<file path="src/rtl/deskew_pkg.sv">
// Shared types and defaults for the multi-lane PCS deskew block.
package deskew_pkg;

  typedef enum logic [1:0] {
    ST_IDLE    = 2'd0,
    ST_SEARCH  = 2'd1,
    ST_ALIGNED = 2'd2,
    ST_ERR     = 2'd3
  } deskew_state_e;

  localparam int DEF_LANE_N           = 4;
  localparam int DEF_BLOCK_W          = 66;
  localparam int DEF_MAX_SKEW_BLOCK_N = 16;

  // Pointer width for a circular buffer, never narrower than one bit.
  function automatic int ptr_width(input int depth);
    return (depth > 1) ? $clog2(depth) : 1;
  endfunction

endpackage

</file>
<file path="src/rtl/deskew_lane_buf.sv">
// Per-lane circular block buffer. Each entry stores one block plus its
// alignment-marker tag. Reading the slot being written this cycle returns
// the incoming block, so a zero-delay lane sees the current block.
module deskew_lane_buf
  import deskew_pkg::*;
#(
  parameter int BLOCK_W = DEF_BLOCK_W,
  parameter int DEPTH   = DEF_MAX_SKEW_BLOCK_N,
  parameter int PTR_W   = ptr_width(DEPTH)
) (
  input  logic               clk,
  input  logic               wr_en,
  input  logic [PTR_W-1:0]   wr_ptr,
  input  logic [BLOCK_W-1:0] wr_data,
  input  logic               wr_am,
  input  logic [PTR_W-1:0]   rd_ptr,
  output logic [BLOCK_W-1:0] rd_data,
  output logic               rd_am
);

  logic [BLOCK_W:0] mem_r [DEPTH];

  // Storage write; contents are deliberately left unreset.
  always_ff @(posedge clk) begin
    if (wr_en) begin
      mem_r[wr_ptr] <= {wr_am, wr_data};
    end
  end

  // Read port with write-through for the slot currently being written.
  always_comb begin
    if (wr_en && (rd_ptr == wr_ptr)) begin
      {rd_am, rd_data} = {wr_am, wr_data};
    end else begin
      {rd_am, rd_data} = mem_r[rd_ptr];
    end
  end

endmodule

</file>
<file path="src/rtl/deskew_multi_lane_rx.sv">
// Multi-lane receive deskew: measures alignment-marker arrival skew across
// lanes, then reads each lane's circular buffer at a per-lane delay so all
// lanes leave aligned. Optional feature macro DESKEW_AM_DROP_EN suppresses
// valid_o for aligned marker blocks.
module deskew_multi_lane_rx
  import deskew_pkg::*;
#(
  parameter int LANE_N           = DEF_LANE_N,
  parameter int BLOCK_W          = DEF_BLOCK_W,
  parameter int MAX_SKEW_BLOCK_N = DEF_MAX_SKEW_BLOCK_N,
  parameter int SKEW_CNT_W       = $clog2(MAX_SKEW_BLOCK_N + 1)
) (
  input  logic                      clk,
  input  logic                      reset,
  input  logic                      valid_i,
  input  logic [LANE_N-1:0]         am_v_i,
  input  logic                      lock_lost_i,
  input  logic [LANE_N*BLOCK_W-1:0] data_i,
  output logic                      valid_o,
  output logic [LANE_N*BLOCK_W-1:0] data_o,
  output logic                      deskew_done_o,
  output logic                      skew_err_o
);

  localparam int PTR_W = ptr_width(MAX_SKEW_BLOCK_N);
  localparam int SUM_W = SKEW_CNT_W + PTR_W + 1;
  localparam logic [SKEW_CNT_W-1:0] MAX_CNT  = SKEW_CNT_W'(MAX_SKEW_BLOCK_N);
  localparam logic [PTR_W-1:0]      PTR_LAST = PTR_W'(MAX_SKEW_BLOCK_N - 1);
  localparam logic [SUM_W-1:0]      DEPTH_S  = SUM_W'(MAX_SKEW_BLOCK_N);

  deskew_state_e            state_r;
  logic [SKEW_CNT_W-1:0]    cnt_r;
  logic [PTR_W-1:0]         wr_ptr_r;
  logic [LANE_N-1:0]        rec_r;
  logic [SKEW_CNT_W-1:0]    arr_r   [LANE_N];
  logic [SKEW_CNT_W-1:0]    delay_r [LANE_N];

  logic [PTR_W-1:0]         rd_ptr_s [LANE_N];
  logic [LANE_N*BLOCK_W-1:0] rd_data_s;
  logic [LANE_N-1:0]        rd_am_s;
  logic                     tags_eq_s;
  logic [SKEW_CNT_W-1:0]    cnt_nx_s;
  logic [LANE_N-1:0]        rec_nx_s;
  logic [SKEW_CNT_W-1:0]    arr_nx_s [LANE_N];

  // Buffer read address: write pointer minus lane delay, modulo depth.
  function automatic logic [PTR_W-1:0] rd_addr(input logic [PTR_W-1:0] wp,
                                               input logic [SKEW_CNT_W-1:0] dly);
    logic [SUM_W-1:0] sum;
    sum = SUM_W'(wp) + DEPTH_S - SUM_W'(dly);
    if (sum >= DEPTH_S) begin
      sum = sum - DEPTH_S;
    end else begin
      sum = sum;
    end
    return sum[PTR_W-1:0];
  endfunction

  for (genvar l = 0; l < LANE_N; l++) begin : g_lane
    assign rd_ptr_s[l] = rd_addr(wr_ptr_r, delay_r[l]);

    deskew_lane_buf #(
      .BLOCK_W (BLOCK_W),
      .DEPTH   (MAX_SKEW_BLOCK_N),
      .PTR_W   (PTR_W)
    ) u_buf (
      .clk     (clk),
      .wr_en   (valid_i),
      .wr_ptr  (wr_ptr_r),
      .wr_data (data_i[l*BLOCK_W +: BLOCK_W]),
      .wr_am   (am_v_i[l]),
      .rd_ptr  (rd_ptr_s[l]),
      .rd_data (rd_data_s[l*BLOCK_W +: BLOCK_W]),
      .rd_am   (rd_am_s[l])
    );
  end

  assign tags_eq_s = (&rd_am_s) | ~(|rd_am_s);

`ifdef DESKEW_AM_DROP_EN
  logic am_all_s;
  assign am_all_s = &rd_am_s;
`endif

  // Skew search bookkeeping for the current valid cycle.
  always_comb begin
    cnt_nx_s = cnt_r + SKEW_CNT_W'(1);
    rec_nx_s = rec_r | am_v_i;
    for (int l = 0; l < LANE_N; l++) begin
      if (am_v_i[l] && !rec_r[l]) begin
        arr_nx_s[l] = cnt_nx_s;
      end else begin
        arr_nx_s[l] = arr_r[l];
      end
    end
  end

  // Shared write pointer, advancing on every valid block.
  always_ff @(posedge clk or posedge reset) begin
    if (reset) begin
      wr_ptr_r <= '0;
    end else if (valid_i) begin
      if (wr_ptr_r == PTR_LAST) begin
        wr_ptr_r <= '0;
      end else begin
        wr_ptr_r <= wr_ptr_r + PTR_W'(1);
      end
    end else begin
      wr_ptr_r <= wr_ptr_r;
    end
  end

  // Deskew FSM with registered outputs. Lock loss overrides everything;
  // the error state always lasts a single cycle so the pulse stays one wide.
  always_ff @(posedge clk or posedge reset) begin
    if (reset) begin
      state_r       <= ST_IDLE;
      cnt_r         <= '0;
      rec_r         <= '0;
      for (int l = 0; l < LANE_N; l++) begin
        arr_r[l]   <= '0;
        delay_r[l] <= '0;
      end
      valid_o       <= 1'b0;
      data_o        <= '0;
      deskew_done_o <= 1'b0;
      skew_err_o    <= 1'b0;
    end else if (lock_lost_i) begin
      state_r       <= ST_IDLE;
      rec_r         <= '0;
      valid_o       <= 1'b0;
      deskew_done_o <= 1'b0;
      skew_err_o    <= 1'b0;
    end else if (state_r == ST_ERR) begin
      state_r    <= ST_IDLE;
      skew_err_o <= 1'b0;
    end else if (valid_i) begin
      case (state_r)
        ST_IDLE: begin
          if (|am_v_i) begin
            cnt_r <= '0;
            for (int l = 0; l < LANE_N; l++) begin
              arr_r[l]   <= '0;
              delay_r[l] <= '0;
            end
            if (&am_v_i) begin
              state_r       <= ST_ALIGNED;
              rec_r         <= '1;
              deskew_done_o <= 1'b1;
            end else begin
              state_r <= ST_SEARCH;
              rec_r   <= am_v_i;
            end
          end else begin
            state_r <= ST_IDLE;
          end
        end
        ST_SEARCH: begin
          if (cnt_nx_s >= MAX_CNT) begin
            state_r    <= ST_ERR;
            skew_err_o <= 1'b1;
          end else begin
            cnt_r <= cnt_nx_s;
            rec_r <= rec_nx_s;
            for (int l = 0; l < LANE_N; l++) begin
              arr_r[l] <= arr_nx_s[l];
            end
            if (&rec_nx_s) begin
              // The last lane arrives now, so the current count is the max.
              state_r       <= ST_ALIGNED;
              deskew_done_o <= 1'b1;
              for (int l = 0; l < LANE_N; l++) begin
                delay_r[l] <= cnt_nx_s - arr_nx_s[l];
              end
            end else begin
              state_r <= ST_SEARCH;
            end
          end
        end
        ST_ALIGNED: begin
          if (!tags_eq_s) begin
            state_r       <= ST_ERR;
            skew_err_o    <= 1'b1;
            valid_o       <= 1'b0;
            deskew_done_o <= 1'b0;
          end else begin
            data_o <= rd_data_s;
`ifdef DESKEW_AM_DROP_EN
            valid_o <= ~am_all_s;
`else
            valid_o <= 1'b1;
`endif
          end
        end
        default: begin
          state_r <= ST_IDLE;
        end
      endcase
    end else begin
      state_r <= state_r;
    end
  end

endmodule

</file>
<file path="config.mk">
export PLATFORM = sky130hd
export DESIGN_NAME = deskew_multi_lane_rx
export DESIGN_NICKNAME = d
export VERILOG_FILES = /design/src/rtl/deskew_pkg.sv /design/src/rtl/deskew_lane_buf.sv /design/src/rtl/deskew_multi_lane_rx.sv
export SDC_FILE = /design/constraint.sdc
export NUM_CORES = 2
export LEC_CHECK = 0
export CORE_MARGIN = 4
export CORE_UTILIZATION = 45
export DETAILED_ROUTE_END_ITERATION = 8
export GPL_ROUTABILITY_DRIVEN = 0
export PLACE_DENSITY = 0.62
export SYNTH_ARGS = -nofsm -noshare
export SYNTH_HDL_FRONTEND = slang
export SYNTH_MEMORY_MAX_BITS = 65536
export SYNTH_SLANG_ARGS = --single-unit
</file>
<file path="constraint.sdc">
create_clock -name clk -period 45.5 [get_ports clk]
set_clock_uncertainty 0.1 [all_clocks]
set_input_delay 9.1 -clock clk [delete_from_list [all_inputs] [get_ports clk]]
set_output_delay 9.1 -clock clk [all_outputs]
set_load 0.02 [all_outputs]
</file>
### Word-level counts from Yosys, hierarchy flattened

Memories as Yosys holds them, arrays and structs flattened.
Cells that the tools add are included.

* add/subtract/negate cells: 15
* bitwise operators: 5
* muxes and demuxes: 64
* equal/unequal tests: 19
* reduce and logical (&&, ||, !) cells: 33
* $lt $le $gt $ge: 5

Operator list (number)
* $mux 66: 4
* $mux 20: 4
* $pmux 20 s2: 2
* $mux 4: 11
* $ge 10x5->1 const B: 4
* $mux 5: 6
* $sub 6x5->7: 4
* $mux 1: 24
* $sub 5x5->5: 4
* $eq 4x4->1: 4
* $mux 2: 8
* $reduce_and 4->1: 4
* $sub 4x1->4 const B: 4
* $ne 3x3->1 const B: 5
* $pmux 5 s2: 1
* $reduce_and 5->1: 2
* $logic_and 1x1->1: 8
* $ne 2x2->1 const B: 4
* $ne 4x4->1 const B: 2
* $pmux 4 s2: 1
* $reduce_and 8->1: 1
* $reduce_bool 4->1: 2
* $reduce_or 4->1: 2
* $reduce_and 7->1: 1
* 20 further kinds: 29

* word-level logic and storage cells: 161
* register bits: 322
* memory bits (writable): 4288
* memories kept: 4

Memories
* g_lane[0].u_buf.mem_r: depth 16, width 67, rd ports 1, clocked after Yosys merged registers in 0, wr ports 1, RTL line deskew_lane_buf.sv:21 `logic [BLOCK_W:0] mem_r [DEPTH];`
* g_lane[1].u_buf.mem_r: depth 16, width 67, rd ports 1, clocked after Yosys merged registers in 0, wr ports 1, RTL line deskew_lane_buf.sv:21
* g_lane[2].u_buf.mem_r: depth 16, width 67, rd ports 1, clocked after Yosys merged registers in 0, wr ports 1, RTL line deskew_lane_buf.sv:21
* g_lane[3].u_buf.mem_r: depth 16, width 67, rd ports 1, clocked after Yosys merged registers in 0, wr ports 1, RTL line deskew_lane_buf.sv:21

### Logic depth before layout (Yosys ltp)

* word-level depth: 15
* gate-level depth with buffers: 16
* depth with buffers taken out: 12

### Hierarchy

A second synthesis with hierarchy kept.

* cell total of the unflattened synthesis: 7847
* area, all modules: 178173.4 µm²

By module, submodules not included
* deskew_lane_buf (g_lane[1].u_buf ...): times used 2, cells an instance 1737, area each 40998.1 µm², sequential area each 32190.9 µm²
* deskew_lane_buf (g_lane[0].u_buf): times used 1, cells an instance 1737, area each 40996.8 µm², sequential area each 32190.9 µm²
* deskew_lane_buf (g_lane[3].u_buf): times used 1, cells an instance 1737, area each 40994.3 µm², sequential area each 32190.9 µm²
* deskew_multi_lane_rx: times used 1, cells an instance 899, area each 14186.1 µm², sequential area each 7857.5 µm²

### Worst setup path after synthesis

OpenSTA, ideal clock, no wires.

* path type: in2reg
* start: input port valid_i
* end: memory g_lane[0].u_buf.mem_r[3][0] (netlist bit) (enable)
* data arrival time: 27.821 ns
* stages on the path: 4
* setup slack: 16.354 ns
* buffers on the path: 2
* setup time: 1.224 ns
* data required time: 44.176 ns
* path through: clkbuf_1 -> clkbuf_1 -> nand2_1 -> nor3_1

* word-level cells in the longest chain between the ends: 2

RTL lines
* from (decl): RTL line deskew_multi_lane_rx.sv:15 `input logic valid_i,`
* $mux 1: RTL line deskew_lane_buf.sv:25 `if (wr_en) begin`
* $mux 1 (implied by the code): RTL line deskew_lane_buf.sv:26 `mem_r[wr_ptr] <= {wr_am, wr_data};`
* to (decl): RTL line deskew_lane_buf.sv:21

Every way passes these cells.

### Worst setup path in the final report

* start: input port valid_i
* end: register data_o[158]

* word-level cells in the longest chain between the ends: 6
* elaborated cells on any way between the ends: 14
* classes of those cells: 5 x mux; 2 x bitwise; 7 x reduce/logical

RTL lines
* $logic_and 1x1->1: RTL line deskew_lane_buf.sv:32 `if (wr_en && (rd_ptr == wr_ptr)) begin`
* $mux 1: RTL line deskew_lane_buf.sv:32
* $reduce_or 4->1: RTL line deskew_multi_lane_rx.sv:78 `assign tags_eq_s = (&rd_am_s) | ~(|rd_am_s);`
* $not 1->1: RTL line deskew_multi_lane_rx.sv:78
* $or 1x1->1: RTL line deskew_multi_lane_rx.sv:78
* $reduce_and 5->1 (no source line)
* to (signal assigned): RTL line deskew_multi_lane_rx.sv:187 `data_o <= rd_data_s;`
* to (decl): RTL line deskew_multi_lane_rx.sv:20 `output logic [LANE_N*BLOCK_W-1:0] data_o,`

Parallel ways exist; a longest one is shown, timed or not.
A chain may end at the register's enable or synchronous reset.

==> metrics.md <==
| Metric | Value |
|---|---|
| Status | `complete, but fails checks` |
| Failing checks | `slew limit` |
| Mapped Cells | `9238` |
| Initial Util | `0.4532` |
| Gr ovfl total | `0` |
| Die ar. | `0.4066 mm2` |
| Crit path max fanout | `72` |
| I/O pins | `539` |
| Reg-to-reg slack, setup | `37420 ps` |
| R2R depth | `15` |
| Worst Setup Path Type | `in -> reg` |
| PortBufs | `538` |
| Total net switching power | `3839 uW` |
| Htree depth | `5` |
| Worst-path clk slew | `60 ps` |
| Max-slew violations | `6` |
| Routed WL | `434.6 mm` |
| Initial antenna violation count | `48` |
| Final period util | `0.2904` |
| Worst Hold Class | `reg -> reg` |
| Worst Hold Depth | `2` |
| Total track usage | `0.2121` |
| DP Worst Slack | `31210 ps` |
| First-pass GRT wire length | `642.0 mm` |
| Dpl cell area | `0.1901 mm2` |
| CP most frequent cell | `buf_4` |
| Filler cells | `30860` |
| Detail Route Antenna Nets | `0` |
| Worst path max stage delay | `960 ps` |
| Required time of the worst setup path | `46230 ps` |
| Register bit count reported by yosys | `4602` |
| Cell area power density | `59.75 mW/mm2` |
| Die X | `637.7 um` |
| TritonCTS buffer count | `462` |
| Final hold vios | `0` |
| Syn-to-layout area delta | `14.99%` |
| Core ar. | `0.3937 mm2` |
| Worst VDD drop | `82.97 uV` |
| Total number of vias | `88990` |
| Hold-fix buffers, CTS | `0` |
| Sequential area share after synthesis | `0.7657` |
| DR WL/cell | `28.02 um` |
| Hold Startpoint | `arr_r[0]` |
| Synth Net Count | `9552` |
| WHS Endpoint | `arr_r[0]` |
| Cell Rows | `230` |
| Chip Height | `637.7 um` |
| Post-Syn Area per Cell | `19.31 um2` |
| Leakage Power | `0.06769 uW` |
| Combinational power share | `0.277` |
| Clk Latency, worst-skew pair | `1020 ps` |
| CTS tree | `yes` |
| Slew @ Worst Pin | `1506 ps` |
| Finished layout cell area | `0.2052 mm2` |
| Int Pwr | `8420 uW` |
| 1st-iter DRT viols | `8756` |
| Max-slew headroom | `-0.004117` |
| Synth async-reset ratio | `0.06823` |
| Prevailing post-synth register cell | `edfxtp_1` |
| RR Endpoint | `data_o[158]` |
| Sink Count | `4602` |
| Max Freq | `0.07567 GHz` |
| Max Cap Violations | `0` |
| Setup WS post-layout | `32280 ps` |
| RSZ-0062 raised after global routing | `false` |
| Crit end category | `flop` |
| Net count, final | `10180` |
| CP cell instances | `clkdlybuf4s50_1, buf_4, nand3_1, nor4_4, buf_4, inv_2, a31oi_1, nor3_2, o211ai_4, buf_4, buf_4, mux2_1` |
| Yosys warns | `0` |
| Critical-path top delay cell | `buf_4` |
| Fraction of layout cells with a size suffix above 1 | `0.1890` |
| Critical Path AT | `13950 ps` |
| Initial DRT Pass Iterations | `6` |
| Fin crit period | `13220 ps` |
| Longest Clk Path Bufs | `4` |
| Resize count post-CTS | `0` |
| Clock power share | `0.305` |
| Synth Cell Area | `0.1784 mm2` |
| Setup_tns | `0 ps` |
| Flop pwr share | `0.418` |
| DRC | `0` |
| Post-detail-place hpwl | `220.9 mm` |
| Post-CTS setup repair buffer count | `0` |
| Vias in the first global route | `93420` |
| Largest net degree at the start of global routing | `144` |
| Setup-failing EPs final | `0` |
| Vias per inst | `5.738` |
| Crit Reg-Reg Startpoint | `wr_ptr_r[0]` |
| CP Launch Type | `input port` |
| Net Sw Frac | `0.3132` |
| Synth unique cells | `57` |
| Clk root buf | `clkbuf_16` |
| EDFF count, synth | `4288` |
[synth_stat cells (4+ instances only)]
cell         n  area [um2]
a21o_1       9       67.56
a21oi_1    158       790.8
and2_1       6       37.54
buf_1      117       439.2
buf_2       35       175.2
buf_4       27       202.7
clkbuf_1   339        1272
dfrtp_1    314        7858
edfxtp_1  4288      128800
fa_1         8       160.2
ha_1        34       425.4
inv_1       31       116.4
mux2_1     264        2973
mux2i_1      4       40.04
mux4_2    1072       24140
nand2_1   1463        5492
nand2b_1     7       43.79
nand3_1    218        1091
nand3b_1     4       30.03
nor2_1     227       852.1
nor3_1       7       35.03
o21ai_0    506        2532
o31ai_1     12       90.09
xnor2_1     14       122.6
xor2_1      23       201.4
[how the worst max path moves through the flow]
stage,start,end
after floorplan,valid_i,g_lane[0].u_buf.mem_r[3][0]
after global placement,valid_i,g_lane[3].u_buf.mem_r[6][33]
after detailed placement,valid_i,g_lane[3].u_buf.mem_r[6][33]
after CTS,valid_i,g_lane[3].u_buf.mem_r[6][4]
after global routing,valid_i,data_o[170]
final,valid_i,data_o[158]
[per-layer routing]
layer / routed length, um / share of wire / GRT usage
met1: 178000 / 0.41 / 0.2870
met2: 219600 / 0.51 / 0.3621
met3: 26090 / 0.060 / 0.03116
met4: 10810 / 0.025 / 0.05615
met5: 81 / 0.00019 / 0
[critical path: cells and delay by family]
kind	cells	cell delay, ps
AND/OR/NAND/NOR	3	580
AO/OA/AOI/OAI	2	560
buffers and inverters	6	3150
multiplexers	1	400
[power groups by stage]
| stage | combinational [uW] | sequential (uW) | clock [uW] |
|---|---|---|---|
| 2_1_floorplan | 2130 | 5390 | 0 |
| 3_3_place_gp | 3450 | 5200 | 0 |
| 3_5_place_dp | 3460 | 5220 | 0 |
| 4_1_cts | 3480 | 5130 | 3810 |
| 5_1_grt | 3710 | 5150 | 4000 |
| 6_report | 3400 | 5130 | 3730 |
[area by class of cell]
class                   count  area, um2  share of cell area
flip-flops and latches   4602     136600              0.6659
multi-input cells        4084      39940              0.1947
clock buffers             625      12660             0.06173
repair buffers            687       6867             0.03347
well taps                5220       6531             0.03183
clock inverters           244       2374             0.01157
inverters                  33      131.4           0.0006403
diodes                     15      37.54           0.0001830
[state kept, by name, indices dropped and copies added, names as in the netlist]
register	count
g_lane.u_buf.mem_r	4288
deskew_done_o	1
wr_ptr_r	4
valid_o	1
delay_r	16
arr_r	16
rec_r	4
cnt_r	5
skew_err_o	1
state_r	2
data_o	264
[kinds of logic (layout without fill, tap and decap cells)]
group,after synthesis,after routing,share of synthesized area
adder cells (fa/ha/maj),42,42,0.003282
multiplexers,1342,1342,0.1523
other,0,15,0
AND/OR/NAND/NOR,1949,1949,0.04326
buffers and inverters,552,1589,0.01247
AO/OA/AOI/OAI,709,709,0.02062
XOR/XNOR,42,42,0.002342
flip-flops,4602,4602,0.7657
[cells in the final DEF (no fill, tap or decap), drive strengths merged, types with 6 or more instances in the layout]
master	instances
nand2b	7
inv	42
fa	8
nand2	1463
clkinvlp	11
xnor2	15
clkbuf	625
nor2	227
dfrtp	314
nor3	8
and2	6
a21oi	158
mux2	266
diode	15
a21o	9
mux4	1072
buf	149
o31ai	12
xor2	25
clkinv	192
bufinv	32
clkdlybuf4s50	538
ha	34
edfxtp	4288
nand3	218
o21ai	508
[per-stage QoR]
step | hold slack, ps | cells | total power, uW | utilization
final | 366.6 | 15510 | 12260 | 0.5211
after detailed placement | 355.4 | 14630 | 8681 | 0.4828
after CTS | 370.3 | 15500 | 12420 | 0.5210
after floorplan | 338.6 | 9238 | 7525 | -
after global placement | 349.9 | 14630 | 8642 | 0.4828
after global routing | 388.4 | 15510 | 12860 | 0.5211
(Power assumes the default switching activity.)
